**config.mk**
```make
export PLATFORM = sky130hd
export DESIGN_NAME = uart_tx_sched
export DESIGN_NICKNAME = d
export VERILOG_FILES = /design/src/rtl/uart_tx_sched.sv
export SDC_FILE = /design/constraint.sdc
export NUM_CORES = 1
export LEC_CHECK = 0
export ABC_AREA = 1
export ABC_CLOCK_PERIOD_IN_PS = 1800
export BUFFER_PORTS_ARGS = -buffer_cell sky130_fd_sc_hd__buf_2
export CORE_ASPECT_RATIO = 0.8
export CORE_MARGIN = 2
export CORE_UTILIZATION = 40
export DETAILED_ROUTE_END_ITERATION = 8
export HOLD_SLACK_MARGIN = 0.15
export PLACE_DENSITY_LB_ADDON = 0.12
export SYNTH_ARGS = -nofsm -noshare
export SYNTH_HDL_FRONTEND = slang
export SYNTH_SLANG_ARGS = --single-unit
```
**constraint.sdc**
```tcl
create_clock -name clk_i -period 1.8 [get_ports clk_i]
set_input_delay 0.45 -clock clk_i [delete_from_list [all_inputs] [get_ports clk_i]]
set_output_delay 0.45 -clock clk_i [all_outputs]
set_load 0.01 [all_outputs]
```
**src/rtl/uart_tx_sched.sv**
```systemverilog
// Round-robin scheduler sharing one UART transmit byte port among NREQ requesters.
// Grants are held per message, bounded by a burst limit and an idle timeout.
module uart_tx_sched #(
  parameter int unsigned NREQ     = 4,
  parameter int unsigned DBIT     = 8,
  parameter int unsigned MAXBURST = 16,
  parameter int unsigned TIMEOUT  = 64
) (
  input  logic                     clk_i,
  input  logic                     rst_ni,
  input  logic [NREQ-1:0]          req_valid_i,
  input  logic [NREQ*DBIT-1:0]     req_data_i,
  input  logic [NREQ-1:0]          req_last_i,
  output logic [NREQ-1:0]          req_ready_o,
  output logic [DBIT-1:0]          tx_data_o,
  output logic                     tx_valid_o,
  input  logic                     tx_ready_i,
  output logic [$clog2(NREQ)-1:0]  grant_id_o,
  output logic                     busy_o
);

  localparam int unsigned IdW        = $clog2(NREQ);
  localparam logic [7:0]  MaxBurst   = 8'(MAXBURST);
  localparam logic [7:0]  TimeoutCnt = 8'(TIMEOUT);

  typedef enum logic {StIdle, StGrant} state_e;

  state_e          state_q, state_d;
  logic [IdW-1:0]  grant_q, grant_d;
  logic [IdW-1:0]  rr_q, rr_d;
  logic [IdW-1:0]  winner;
  logic [7:0]      burst_q, burst_d;
  logic [7:0]      idle_q, idle_d;
  logic            tx_valid_q, tx_valid_d;
  logic [DBIT-1:0] tx_data_q, tx_data_d;
  logic            out_free, accept, gvalid, glast, release_c;

  assign out_free = ~tx_valid_q | tx_ready_i;
  assign gvalid   = req_valid_i[grant_q];
  assign glast    = req_last_i[grant_q];
  assign accept   = (state_q == StGrant) & out_free & gvalid;

  always_comb begin
    req_ready_o = '0;
    if (state_q == StGrant && out_free) req_ready_o[grant_q] = 1'b1;
  end

  // Scan downwards so the requester closest to rr_q (lowest offset) wins.
  always_comb begin
    winner = '0;
    for (int k = int'(NREQ) - 1; k >= 0; k--) begin
      if (req_valid_i[(int'(rr_q) + k) % int'(NREQ)]) begin
        winner = IdW'((int'(rr_q) + k) % int'(NREQ));
      end
    end
  end

  always_comb begin
    state_d   = state_q;
    grant_d   = grant_q;
    rr_d      = rr_q;
    burst_d   = burst_q;
    idle_d    = idle_q;
    release_c = 1'b0;
    unique case (state_q)
      StIdle: begin
        if (|req_valid_i) begin
          grant_d = winner;
          burst_d = '0;
          idle_d  = '0;
          state_d = StGrant;
        end
      end
      StGrant: begin
        if (accept) begin
          burst_d   = burst_q + 8'd1;
          idle_d    = '0;
          release_c = glast | ((burst_q + 8'd1) == MaxBurst);
        end else if (!gvalid) begin
          idle_d    = idle_q + 8'd1;
          release_c = (idle_q + 8'd1) == TimeoutCnt;
        end
        if (release_c) begin
          state_d = StIdle;
          rr_d    = (int'(grant_q) == int'(NREQ) - 1) ? '0 : grant_q + IdW'(1);
        end
      end
      default: state_d = StIdle;
    endcase
  end

  // Output register drains independently of the grant FSM.
  always_comb begin
    tx_valid_d = tx_valid_q;
    tx_data_d  = tx_data_q;
    if (accept) begin
      tx_valid_d = 1'b1;
      tx_data_d  = req_data_i[int'(grant_q)*int'(DBIT) +: DBIT];
    end else if (tx_ready_i) begin
      tx_valid_d = 1'b0;
    end
  end

  always_ff @(posedge clk_i or negedge rst_ni) begin
    if (!rst_ni) begin
      state_q    <= StIdle;
      grant_q    <= '0;
      rr_q       <= '0;
      burst_q    <= '0;
      idle_q     <= '0;
      tx_valid_q <= 1'b0;
      tx_data_q  <= '0;
    end else begin
      state_q    <= state_d;
      grant_q    <= grant_d;
      rr_q       <= rr_d;
      burst_q    <= burst_d;
      idle_q     <= idle_d;
      tx_valid_q <= tx_valid_d;
      tx_data_q  <= tx_data_d;
    end
  end

  assign tx_data_o  = tx_data_q;
  assign tx_valid_o = tx_valid_q;
  assign grant_id_o = grant_q;
  assign busy_o     = (state_q == StGrant) | tx_valid_q;

endmodule

```
After elaboration in Yosys (flattened, before gate mapping):

Cells that the tools add are included.
Widths: inputs -> output; s select.

* word-level logic and storage cells: 84
* flip-flop bits (word level): 30
* output and inout bits: 16
* bits of input ports: 43

* shift-type cells: 1
* add/sub/neg operators: 6
* $lt $le $gt $ge: 6
* bitwise logic cells: 10
* equal/unequal tests: 6
* multiplexer cells: 37
* reduce and logical (&&, ||, !) cells: 11

Operator list (number)
* $mux 8: 4
* $pmux 8 s2: 2
* $shiftx 32x6->8: 1
* $mux 1: 17
* $add 8x1->8 const B: 2
* $bmux 1 s2: 6
* $lt 3x4->1 const B: 3
* $mux 2: 5
* $eq 8x5->1 const B: 1
* $eq 8x7->1 const B: 1
* $reduce_and 2->1: 4
* $lt 2x3->1 const B: 2
* $reduce_or 2->1: 3
* $add 2x1->2 const B: 2
* $add 2x2->2 const B: 2
* $mux 4: 1
* $reduce_or 4->1: 1
* $and 1x1->1 const A: 3
* $ne 3x3->1 const B: 1
* $or 1x1->1: 3
* $and 1x1->1: 2
* $demux 1 s2: 1
* $eq 2x1->1 const B: 1
* $ge 2x1->1 const B: 1
* 6 further kinds: 8

Depth between registers and ports, before layout:

Gate-level depths: netlist (run 1).

* word-level depth: 10
* mapped depth: 12
* depth with buffers taken out: 12

Least setup slack after synthesis (run 1):

OpenSTA, ideal clock, no wires.

* path type: register to output
* start point: register grant_q[0], in the netlist grant_id_o[0]
* end point: output req_ready_o[0]
* data required time: 1350 ps
* stages on the path, launching flop included: 7
* arrival: 1401 ps
* buffers on the path: 2
* setup slack: -51 ps
* cells stage by stage: dfrtp_1 inv_2 buf_2 clkbuf_1 ha_1 inv_1 nor2_1

* word-level cells in the longest chain between the ends: 5
* elaborated cells between the ends (all ways): 6
* those cells by class: order compare: 2; mux: 3; reduce/logical: 1

Ends and longest elaborated chain
* start: declaration: line 29 `logic [IdW-1:0] grant_q, grant_d;`
* start signal: assignment: line 115 `grant_q <= grant_d;`
* $lt 2x3->1 (implied by the code) or $ge 2x1->1 (tied branches): line 45 `if (state_q == StGrant && out_free) req_ready_o[grant_q] = 1'b1;`
* $logic_and 1x1->1 (implied by the code): line 45
* $mux 1 (implied by the code): line 45
* $demux 1 s2 (*): line 45
* $mux 4 (*): line 45
* end: declaration: line 14 `output logic [NREQ-1:0] req_ready_o,`

Every way passes the cells marked *; elsewhere a longest branch is shown, timed or not.

Worst setup path in the final report (run 1):

Same ends and word-level chain as after synthesis.

==> impl_results.md, run 1 <==
* Syn Inst Count at 297
* Drt via density at about 4.8
* Worst min path class: in2async
* Maximum VDD drop at 0.000965 V
* WL/cell at 11.8 um
* H-tree depth at 2
* Area fraction of the dominant cell type after synthesis at 0.368
* Hold Buf Count CTS at 0
* Yosys warning total at 0
* Net Switching at about 2000 uW
* CP max-delay cell: dfrtp_1
* Post-Syn Area at about 2000 um2
* Average cell area after synthesis at just under 7 um2
* CP Cell Sequence: inv_2, buf_12, ha_4, inv_2, nor2_2, buf_2
* Rel. slew slack at 0.551
* Pre-CTS setup slack at between 0.06 and 0.07 ns
* Num CTS Buffers at 5
* Clk pwr share at 0.121
* RSZ-0062 raised after global routing: yes
* Core ar. at roughly 4900 um2
* GRT overflow at 0
* Clk Latency, worst-skew pair at around 0.28 ns
* Root buffer cell: clkbuf_8
* Seq/Total Area, Yosys at 0.368
* Fin worst setup slack at roughly 0.044 ns
* Final Hold Viols at 0
* Site Rows at 23
* Most frequent cells in the layout: 92 x nand2_1, 58 x buf_2, 32 x nor2_1
* Sequential power share at 0.259
* Routability cong. at approximately 0.79
* Layout cells sized above 1 at 0.296
* First-pass GRT wire length at a little over 8 mm
* Worst-Margin Slew at approximately 0.67 ns
* DRT antenna net count at 0
* Post-synth net total at 347
* Die Ht at between 60 and 70 um
* Crit. End Element: output port
* Status: finished, final reports clean
* Synth area leaders: dfrtp_1 37%, nand2_1 17%, o21ai_0 7.4%, nor2_1 6.3%, inv_1 5.5%
* GRT Overall Usage at 0.181
* Most common cell after layout, fill and taps aside: nand2_1
* Reg2reg setup slack at between 0.15 and 0.2 ns
* Synth area leader: dfrtp_1
* Num ports at 59
* Initial drt markers at 93
* Ant. Diodes at 0
* Internal Power at roughly 2400 uW
* DR pass1 iterations at 4
* Die W at 83.9 um
* Critical Path RT at 1.35 ns
* Setup TNS at 0 ns
* CTS tree: done
* Area Overhead vs Synth at 33.3%
* PortBufs at between 50 and 60
* Final period util at 0.976
* Post-synthesis register bit count at 30
* Crit-path max FO at 4
* CP arrival at 1.31 ns
* Clock Path Buffers at 2
* Max Cap Violations at 0
* CP Class: reg2out
* Pwr dens at 1640 nW/um2
* Fin Clk Skew at approximately 0.0025 ns
* CP startpoint kind: flip-flop
* Final slew viol count at 0
* Crit-path max cell delay at ~0.42 ns
* Comb pwr share at 0.621
* Minimum clock period at about 1.8 ns
* Die ar. at between 5000 and 6000 um2
* Clock Pin Slew Worst Setup and Hold Paths at around 0.060 ns
* Max Fclk at 569 MHz
* Initial Util at 0.412
* Post-layout nets at ~430
* Drc violations at 0
* Clk sinks at 30
* Post-DP HPWL at 3.80 mm
* Final setup viols at 0
* DR vias at 2100
* WL final at ~5.2 mm
* Largest net degree at the start of global routing at 31
* Crit-path most repeated cell: inv_2
* Initial antenna violation count at 0
* Leak Pwr at 0.00142 uW
* Vias in the first global route at 1773
* Net Sw Frac at 0.455
* Unique masters post-synth at 29
==> layout make-up <==
type | count | area [um2]
Clock buffer | 6 | 82.6
Fill cell | 483 | 2230
Inverter | 34 | 128
Multi-Input combinational cell | 223 | 1170
Sequential cell | 30 | 752
Tap cell | 62 | 77.6
Timing Repair Buffer | 82 | 508
==> synth_stat cells <==
library cell and n:
o21ai_1 3, nor2_8 1, or2_2 1, a22o_1 1
buf_2 5, a21oi_1 3, nand3b_1 1, xor2_1 6
nor3_1 1, dfrtp_1 30, o31ai_1 3, a31oi_1 2
xnor2_1 1, nand2_8 1, or2_1 1, clkbuf_1 3
buf_4 1, o21bai_1 1, and2_1 1, nor2_1 34
inv_2 4, o21ai_0 30, nand2_1 92, a32o_1 1
inv_1 30, ha_1 7, buf_6 1, nand3_1 22
o22ai_1 10
==> power groups by stage <==
stage	combinational (uW)	sequential (uW)	clock, uW
floorplan	1650	1170	0
global placement	2330	1170	0
detailed placement	2340	1170	0
CTS	2490	1140	555
global route	3150	1200	581
finish	2770	1150	538
==> worst max-delay path, delay by kind of cell, from the launching register on <==
kind / cells / cell delay [ns]
and+or+nand+nor: 1 / 0.09
DFF: 1 / 0.42
adders and majority gates: 1 / 0.11
buffers and inverters: 4 / 0.39
==> timing repair <==
action	in CTS	in global routing
endpoints found under the setup margin	4	17
cloned	0	1
resized for setup	5	19
endpoints found under the hold margin	0	0
setup buffers	5	8
pin swaps	1	8
==> flip-flops by register name, summed over array words and instances (netlist names) <==
name,flops
burst_q,8
grant_id_o,2
idle_q,8
rr_q,2
state_q,1
tx_data_o,8
tx_valid_o,1
==> stage by stage <==
step	total power, uW	utilization	instance area [um2]	std cells	hold slack [ns]
2_1_floorplan	2820	-	2040	297	0.154
3_3_place_gp	3500	0.491	2430	417	0.461
3_5_place_dp	3510	0.491	2430	417	0.461
4_1_cts	4190	0.518	2570	428	0.230
5_1_grt	4930	0.550	2720	437	0.270
6_report	4460	0.550	2720	437	0.201
==> path summary, 6_finish.rpt <==
kind	cells after the start	start	end
hold / removal	1	rst_ni	burst_q[0]$_DFFE_PN0P_
min in group clk_i	2	tx_ready_i	tx_valid_o$_DFFE_PN0P_
setup reg to reg	10	idle_q[0]$_DFFE_PN0P_	rr_q[1]$_DFFE_PN0P_
max in group asynchronous	1	rst_ni	grant_id_o[1]$_DFFE_PN0P_
hold reg to reg	2	tx_data_o[2]$_DFFE_PN0P_	tx_data_o[2]$_DFFE_PN0P_
setup / recovery	6	grant_id_o[0]$_DFFE_PN0P_	req_ready_o[0]
==> kinds of logic after synthesis <==
logic type               count (synthesis)  synth area share
AO/OA/AOI/OAI                           54             0.149
AND/OR/NAND/NOR                        155             0.321
XOR/XNOR                                 7            0.0300
buffers and inverters                   44            0.0895
adder cells (fa/ha/maj)                  7            0.0429
flip-flops                              30             0.368
==> routing by layer <==
| layer | part of all wire | vias up | global-route usage | wire length [um] |
|---|---|---|---|---|
| met2 | 0.46 | 40 | 0.293 | 2390 |
| li1 | - | 1108 | - | - |
| met3 | 0.040 | 7 | 0.0410 | 209 |
| met1 | 0.48 | 945 | 0.238 | 2490 |
| met4 | 0.015 | 0 | 0.0726 | 76 |
| met5 | 0 | - | 0 | 0 |
Power figures use the tool's default switching activity.
==> run 2, diff against run 1 <==
--- a/config.mk
+++ b/config.mk
@@ -11,6 +11,7 @@
 export CORE_ASPECT_RATIO = 0.8
 export CORE_MARGIN = 2
 export CORE_UTILIZATION = 40
+export CTS_BUF_LIST = sky130_fd_sc_hd__clkbuf_16
 export DETAILED_ROUTE_END_ITERATION = 8
 export HOLD_SLACK_MARGIN = 0.15
 export PLACE_DENSITY_LB_ADDON = 0.12
==> constraint.sdc (replaced) <==
create_clock -name clk_i -period 1.8 [get_ports clk_i]
set_input_delay 0.18 -clock clk_i [delete_from_list [all_inputs] [get_ports clk_i]]
set_output_delay 0.18 -clock clk_i [all_outputs]
set_load 0.01 [all_outputs]
==> run 2 against run 1 <==
Effect of this change: utilization decreased by 1.6 points; critical path depth unchanged; global-route usage increased by 1.2 points; critical path type unchanged; critical endpoint is now req_ready_o[2]; sequential power about the same.
==> impl_results.md, run 2 (synthesis gave the netlist of run 1 again) <==
* Status: finished, final reports clean (unchanged)
* WL/cell at 12.0 um (was 11.8 um)
* CP startpoint kind: flip-flop (unchanged)
* Most frequent cells in the layout: 91 x nand2_1, 58 x buf_2, 33 x nor2_1 (was 92 x nand2_1, 58 x buf_2, 32 x nor2_1)
* Site Rows at 23 (unchanged)
* Clk Latency, worst-skew pair at 0.27 ns (was 0.28 ns)
* Critical Path RT at 1.62 ns (was 1.35 ns)
* Final slew viol count at 0 (unchanged)
* Reg2reg setup slack at 0.22 ns (was 0.19 ns)
* Clock Pin Slew Worst Setup and Hold Paths at 0.05 ns (was 0.06 ns)
* Area Overhead vs Synth at 29.3% (was 33.3%)
* Initial drt markers at 111 (was 93)
* Fin worst setup slack at 0.166 ns (was 0.0440 ns)
* Rel. slew slack at 0.530 (was 0.551)
* Final period util at 0.908 (was 0.976)
* Core ar. at 4950 um2 (unchanged)
* DR pass1 iterations at 4 (unchanged)
* Max Fclk at 612 MHz (was 569 MHz)
* Worst min path class: in2reg (was in2async)
* Num CTS Buffers at 5 (unchanged)
* Clk sinks at 30 (unchanged)
* WL final at 5.15 mm (was 5.17 mm)
* CTS tree: done (unchanged)
* Initial antenna violation count at 0 (unchanged)
* Num ports at 59 (unchanged)
* Vias in the first global route at 1867 (was 1773)
* Ant. Diodes at 0 (unchanged)
* Leak Pwr at 0.00139 uW (was 0.00142 uW)
* H-tree depth at 2 (unchanged)
* PortBufs at 58 (unchanged)
* Worst-Margin Slew at 0.704 ns (was 0.674 ns)
* Drt via density at 4.92 (was 4.81)
* Most common cell after layout, fill and taps aside: nand2_1 (unchanged)
* Root buffer cell: clkbuf_16 (was clkbuf_8)
* Pwr dens at 1650 nW/um2 (was 1640 nW/um2)
* Fin Clk Skew at 0.00572 ns (was 0.00253 ns)
* CP Class: reg2out (unchanged)
* Post-layout nets at 417 (was 426)
* Setup TNS at 0 ns (unchanged)
* Die ar. at 5690 um2 (unchanged)
* Pre-CTS setup slack at 0.0993 ns (was 0.0634 ns)
* Max Cap Violations at 0 (unchanged)
* DRT antenna net count at 0 (unchanged)
* Routability cong. at 0.843 (was 0.789)
* Clock Path Buffers at 2 (unchanged)
* Die W at 83.9 um (unchanged)
* Initial Util at 0.412 (unchanged)
* First-pass GRT wire length at 8.63 mm (was 8.13 mm)
* Largest net degree at the start of global routing at 31 (unchanged)
* Drc violations at 0 (unchanged)
* Crit. End Element: output port (unchanged)
* CP arrival at 1.45 ns (was 1.31 ns)
* Maximum VDD drop at 0.000753 V (was 0.000965 V)
* Die Ht at 67.9 um (unchanged)
* Crit-path max FO at 19 (was 4)
* Fillcell total at 465 (was 483)
* Layout cells sized above 1 at 0.250 (was 0.296)
* Post-DP HPWL at 3.79 mm (was 3.80 mm)
* Final setup viols at 0 (unchanged)
* Minimum clock period at 1.63 ns (was 1.76 ns)
* DR vias at 2117 (was 2100)
* Final Hold Viols at 0 (unchanged)
* GRT Overall Usage at 0.192 (was 0.181)
* GRT overflow at 0 (unchanged)
* RSZ-0062 raised after global routing: no (was yes)
run 2: cell types whose count changed in the layout (fill, tap and decap cells not counted), sizes merged:
cell / change
buf: -10
clkbuf: -2
inv: +1
clkinv: +2
dlygate4sd3: +2
run 2: area by class of cell:
cell class              instances  area, um2  share of cell area
flip-flops and latches         30        751               0.284
repair buffers                 73        408               0.155
well taps                      62       77.6              0.0294
clock inverters                 3       12.5             0.00474
inverters                      34        128              0.0484
clock buffers                   5        125              0.0474
multi-input cells             223       1140               0.431
run 2: critical path, stage by stage (launching register included):
cell and delay (ns):
dfrtp_1 0.44, inv_2 0.11, buf_4 0.22, ha_1 0.17, inv_1 0.03, nor2_1 0.08, buf_2 0.13
run 2: path summary, 6_finish.rpt:
| path | start | endpoint | cells after the start |
|---|---|---|---|
| max in group asynchronous | rst_ni | idle_q[5]$_DFFE_PN0P_ | 2 |
| worst max register to register | burst_q[0]$_DFFE_PN0P_ | rr_q[1]$_DFFE_PN0P_ | 12 |
| worst min-delay path | req_data_i[0] | tx_data_o[0]$_DFFE_PN0P_ | 5 |
| worst min register to register | tx_data_o[2]$_DFFE_PN0P_ | tx_data_o[2]$_DFFE_PN0P_ | 2 |
| min in group asynchronous | rst_ni | burst_q[4]$_DFFE_PN0P_ | 2 |
| worst max-delay path | grant_id_o[0]$_DFFE_PN0P_ | req_ready_o[2] | 6 |
run 2: per-layer routing:
layer | GRT usage | vias up | share of wire
met1 | 0.267 | 964 | 0.48
met4 | 0.0766 | 0 | 0.014
li1 | - | 1097 | -
met2 | 0.297 | 49 | 0.45
met3 | 0.0410 | 7 | 0.050
met5 | 0 | - | 0
run 2: stage by stage:
step | instances | hold WS, ns | total power, uW | cell area, um2 | utilization
detailed placement | 414 | 0.279 | 3470 | 2410 | 0.486
global placement | 414 | 0.266 | 3470 | 2410 | 0.486
finish | 430 | 0.271 | 4360 | 2640 | 0.533
floorplan | 297 | -0.116 | 2820 | 2040 | -
global route | 430 | 0.299 | 4820 | 2640 | 0.533
CTS | 424 | 0.272 | 4270 | 2560 | 0.518
run 2: power breakdown:
| group | total (uW) | internal (uW) | switching (uW) |
|---|---|---|---|
| registers | 1160 | 930 | 234 |
| logic | 2420 | 962 | 1460 |
| clock network | 776 | 498 | 279 |
| total | 4360 | 2390 | 1970 |
run 2: repair_timing:
item / in CTS / in global routing
buffers inserted: 0 / 6
endpoints found under the setup margin: 0 / 15
gates resized for setup: 0 / 8
hold buffers: 2 / 0
endpoints found under the hold margin: 31 / 0
